`config.mk`:
```
export PLATFORM = sky130hd
export DESIGN_NAME = nv_ram_rwsthp_20x32_fifo_ctrl
export DESIGN_NICKNAME = d
export VERILOG_FILES = /design/src/rtl/nv_ram_rwsthp_20x32_fifo_ctrl.sv
export SDC_FILE = /design/constraint.sdc
export NUM_CORES = 1
export LEC_CHECK = 0
export CORE_MARGIN = 5
export CORE_UTILIZATION = 31
export CTS_CLUSTER_SIZE = 14
export DETAILED_ROUTE_END_ITERATION = 16
export GPL_TIMING_DRIVEN = 0
export PLACE_DENSITY_LB_ADDON = 0.1
export SLEW_MARGIN = 15
export SYNTH_ARGS = -nofsm -noshare
export SYNTH_HDL_FRONTEND = slang
export SYNTH_SLANG_ARGS = --single-unit
```
`constraint.sdc`:
```
create_clock -name clk -period 5.55 [get_ports clk]
set_clock_uncertainty 0.05 [all_clocks]
set_input_delay 0.8325 -clock clk [delete_from_list [all_inputs] [get_ports clk]]
set_output_delay 0.8325 -clock clk [all_outputs]
set_load 0.02 [all_outputs]
```
`src/rtl/nv_ram_rwsthp_20x32_fifo_ctrl.sv`:
```
// Sequencing controller that turns the 20x32 two-port RAM (read bypass,
// registered output) into a 21-entry valid/ready FIFO. 20 entries live in
// RAM slots, one in the RAM output register. The two-cycle read (address
// register, then output register) is kept full ahead of the consumer and
// stalls in place when the consumer is not ready.
module nv_ram_rwsthp_20x32_fifo_ctrl #(
    parameter int BYPASS_EN = 1,
    parameter int DEPTH     = 20
) (
    input  logic        clk,
    input  logic        rst,
    input  logic        wr_pvld,
    output logic        wr_prdy,
    input  logic [31:0] wr_pd,
    output logic        rd_pvld,
    input  logic        rd_prdy,
    output logic [31:0] rd_pd,
    output logic [4:0]  fifo_count,
    output logic [4:0]  ram_ra,
    output logic        ram_re,
    output logic        ram_ore,
    output logic [4:0]  ram_wa,
    output logic        ram_we,
    output logic [31:0] ram_di,
    output logic        ram_byp_sel,
    output logic [31:0] ram_dbyp,
    input  logic [31:0] ram_dout,
    input  logic [31:0] pwrbus_ram_pd_in,
    output logic [31:0] pwrbus_ram_pd
);

    localparam logic [4:0] DEPTH_C = 5'(DEPTH);
    localparam logic [4:0] LAST_C  = 5'(DEPTH - 1);
    localparam logic       BYP_ON  = (BYPASS_EN != 0);

    // Slot pointers, slot occupancy (includes the address held in ra_d),
    // entries written but not yet issued, and the two read-stage valids.
    logic [4:0] wr_ptr, rd_ptr;
    logic [4:0] slot_cnt, unread_cnt;
    logic       s1_vld, out_vld;

    logic pop, adv, iss, byp, push;

    // Handshake and pipeline-advance decode. The bypass path is only taken
    // when nothing older sits in RAM or the address stage, and the output
    // register is free or draining this cycle.
    always_comb begin
        wr_prdy = (slot_cnt < DEPTH_C);
        pop     = out_vld & rd_prdy;
        adv     = s1_vld & (~out_vld | rd_prdy);
        iss     = (unread_cnt != 5'd0) & (~s1_vld | adv);
        byp     = BYP_ON & wr_pvld & (slot_cnt == 5'd0) & ~s1_vld
                  & (~out_vld | rd_prdy);
        push    = wr_pvld & wr_prdy & ~byp;
    end

    // RAM-facing controls; enables are held off while reset is asserted so
    // the RAM sees no activity during reset.
    always_comb begin
        ram_re        = iss & ~rst;
        ram_ra        = rd_ptr;
        ram_ore       = (adv | byp) & ~rst;
        ram_byp_sel   = byp & ~rst;
        ram_dbyp      = wr_pd;
        ram_we        = push & ~rst;
        ram_wa        = wr_ptr;
        ram_di        = wr_pd;
        rd_pvld       = out_vld;
        rd_pd         = ram_dout;
        fifo_count    = slot_cnt + {4'd0, out_vld};
        pwrbus_ram_pd = pwrbus_ram_pd_in;
    end

    // Pointer, counter and stage-valid update. A slot is released only when
    // its data is captured by the output register, so an address held in
    // ra_d during a stall can never be overwritten.
    always_ff @(posedge clk) begin
        if (rst) begin
            wr_ptr     <= 5'd0;
            rd_ptr     <= 5'd0;
            slot_cnt   <= 5'd0;
            unread_cnt <= 5'd0;
            s1_vld     <= 1'b0;
            out_vld    <= 1'b0;
        end else begin
            if (push)
                wr_ptr <= (wr_ptr == LAST_C) ? 5'd0 : wr_ptr + 5'd1;
            if (iss)
                rd_ptr <= (rd_ptr == LAST_C) ? 5'd0 : rd_ptr + 5'd1;
            slot_cnt   <= slot_cnt + {4'd0, push} - {4'd0, adv};
            unread_cnt <= unread_cnt + {4'd0, push} - {4'd0, iss};
            s1_vld     <= iss | (s1_vld & ~adv);
            out_vld    <= adv | byp | (out_vld & ~pop);
        end
    end

endmodule

```
==> flow_metrics.env <==
export IMPL_ctsResizeCount=0
export IMPL_synth_top_family_by_area="buffers and inverters"
export IMPL_drv_slew=0
export IMPL_die_h_um=96.88
export IMPL_cp_required_ps=4670
export IMPL_cts_hold_buffers_added=0
export IMPL_crit_type="in2out"
export IMPL_slew_headroom_pct=35.80
export IMPL_finalHoldViolCount=0
export IMPL_crit_path_max_fanout=10
export IMPL_utilization_pct=55.08
export IMPL_drv_cap=0
export IMPL_htreeDepth=1
export IMPL_critPathArrivalTime_ps=2780
export IMPL_synth_cell_types=36
export IMPL_p_per_area_nw_per_um2=276.2
export IMPL_synth_most_common_cell="buf_4"
export IMPL_gp_congestion=0.8342
export IMPL_synth_warnings=0
export IMPL_grt_util_met1_pct=16.12
export IMPL_post_drt_via_cell_ratio=4.063
export IMPL_syn_to_final_growth_pct=71.66
export IMPL_synth_xor_area_share_pct=2.995
export IMPL_syn_inst=288
export IMPL_grt_pass1_wl_um=11670
export IMPL_max_freq_mhz=272.9
export IMPL_num_antenna_cells=0
export IMPL_grt_max_degree=12
export IMPL_status="finished clean"
export IMPL_hold_class="reg2reg"
export IMPL_seq_area_um2=440.4
export IMPL_synth_edf_count=0
export IMPL_fin_nets=566
export IMPL_port_buffers=151
export IMPL_synth_compound_area_share_pct=8.289
export IMPL_die_area_um2=9385
export IMPL_core_area_um2=7292
export IMPL_synthAdderAreaFrac_pct=12.41
export IMPL_ys_top_cells_by_area="buf_4 (41%), dfxtp_1 (19%), ha_1 (11%), inv_1 (3.2%), a21oi_1 (2.8%)"
export IMPL_tightest_slew_ps=949.6
export IMPL_r2r_start="unread_cnt[2]"
export IMPL_crit_start="rd_prdy"
export IMPL_fillers=685
export IMPL_syn_avg_cell_area_um2=8.124
export IMPL_ir_drop_v=0.0001778
export IMPL_antenna_found_initial=0
export IMPL_synth_ff_type="dfxtp_1"
export IMPL_clock_latency_ps=260
export IMPL_ios=249
export IMPL_die_w_um=96.88
export IMPL_setup_viol=0
export IMPL_cp_start_kind="primary input"
export IMPL_initial_core_util_pct=32.09
export IMPL_syn_nets=410
export IMPL_synth_top_cell_by_area="buf_4"
export IMPL_first_iter_violations=72
export IMPL_yosys_area_share_simple_pct=12.03
export IMPL_cts_post_setup_buffers_inserted=0
export IMPL_grt_ovfl_total=0
export IMPL_grt_util_met2_pct=27.92
export IMPL_synthesis_area_um2=2340
export IMPL_hold_ws_ps=443.0
export IMPL_dpl_hpwl_um=6474
export IMPL_numCtsBuffers=3
export IMPL_crit_path_end_kind="output port"
export IMPL_numClockSinks=22
export IMPL_finalSetupTns_ps=0
export IMPL_synth_seq_cells=22
export IMPL_min_from="ram_ra[4]"
export IMPL_routedWlPerCell_um=13.33
export IMPL_netlist_area_leader_share_pct=41.07
export IMPL_grt_pass1_vias=2203
export IMPL_finalCritPeriodShare_pct=66.03
export IMPL_root_buffer="clkbuf_8"
export IMPL_drt_first_pass_iters=4
export IMPL_cts_tree="done"
export IMPL_async_reset_ff_share_pct=0
export IMPL_period_needed_ps=3665
export IMPL_clk_pin_slew_ps=80
export IMPL_multi_input_area_um2=845.8
export IMPL_ys_top_cells_by_count="buf_4 (128), dfxtp_1 (22), ha_1 (20), inv_1 (20)"
export IMPL_rsz0062_at_grt="no"
export IMPL_dp_cells=538
export IMPL_vias=2198
export IMPL_grt_use_total_pct=14.58
export IMPL_ys_seq_area_share_pct=18.82
export IMPL_route_detailed_drc=0
export IMPL_p_leak_nw=1.831
export IMPL_ant_nets=0
export IMPL_muxShareOfSynthArea_pct=0.4278
export IMPL_num_rows=31
export IMPL_drive_gt1_share_pct=30.54
export IMPL_stdcell_count=541
export IMPL_wirelength_um=7211
export IMPL_top_usage_layer="met2"
export IMPL_clk_path_buf_depth=2
export IMPL_globalRouteMet3Util_pct=4.748
[worst paths after layout]
check / cells past startpoint / end / slack, ps
worst max-delay path: 6 / ram_we / 1890
worst min register to register: 2 / ram_ra[4] / 440
worst max register to register: 13 / unread_cnt[4] / 2280
worst min-delay path: 2 / ram_ra[4] / 440
[final cells by class]
cell class	count	area share (%)
multi-input combinational	114	21.06
sequential	22	10.97
buffer	131	24.21
tap	99	3.084
timing repair buffer	151	37.63
clock buffer	3	1.028
inverter	21	2.025
[placed cells by master (no fill, tap or decap), types with 3 or more instances in the layout]
master and instances:
clkdlybuf4s50_1 151, buf_4 128, dfxtp_1 22, inv_1 20
ha_1 20, nor2_1 13, a21oi_1 13, nand2_1 9
nor2b_1 8, xnor2_1 5, nor3_1 5, a31oi_1 5
o21ai_0 5, a21o_1 3, clkbuf_1 3, xor2_1 3
nand3_1 3, clkbuf_8 3
[critical path, stage by stage]
cell and delay, ps:
clkdlybuf4s50_1 450, nand2b_2 250, a311oi_4 420, inv_4 110
nor2_1 100, clkdlybuf4s50_1 620
[sequential cells by signal (all words and copies together), names as in the netlist]
register and flops:
ram_ra 5, ram_wa 5, rd_pvld 1, s1_vld 1, slot_cnt 5, unread_cnt 5
[per-layer routing]
metal	share of wire, %	routed length, um
met4	0.55	40
met3	8.1	587
met1	38	2758
met2	53	3824
met5	0	0
[where the power goes]
part	leakage [nW]	internal (mW)	switching, mW	total, mW
clock network	0.0216	0.0484	0.0502	0.0986
registers	0.181	0.206	0.0557	0.261
logic	1.63	0.384	0.365	0.749
total	1.83	0.638	0.471	1.11
[cells by family after synthesis]
kind of cell / after synthesis
adders and majority gates: 22
muxes: 1
xor gates and xnor gates: 8
buffers and inverters: 152
DFF: 22
and+or+nand+nor: 53
AOI/OAI and AO/OA: 30
[through the flow]
step	setup WS, ps	total power, mW	area [um2]
after floorplan	2528	0.7648	2340
after global placement	1854	1.005	3975
after detailed placement	1806	1.019	3975
after CTS	1868	1.124	4016
after global routing	1766	1.210	4016
final	1885	1.109	4016
Power figures use the tool's default switching activity.
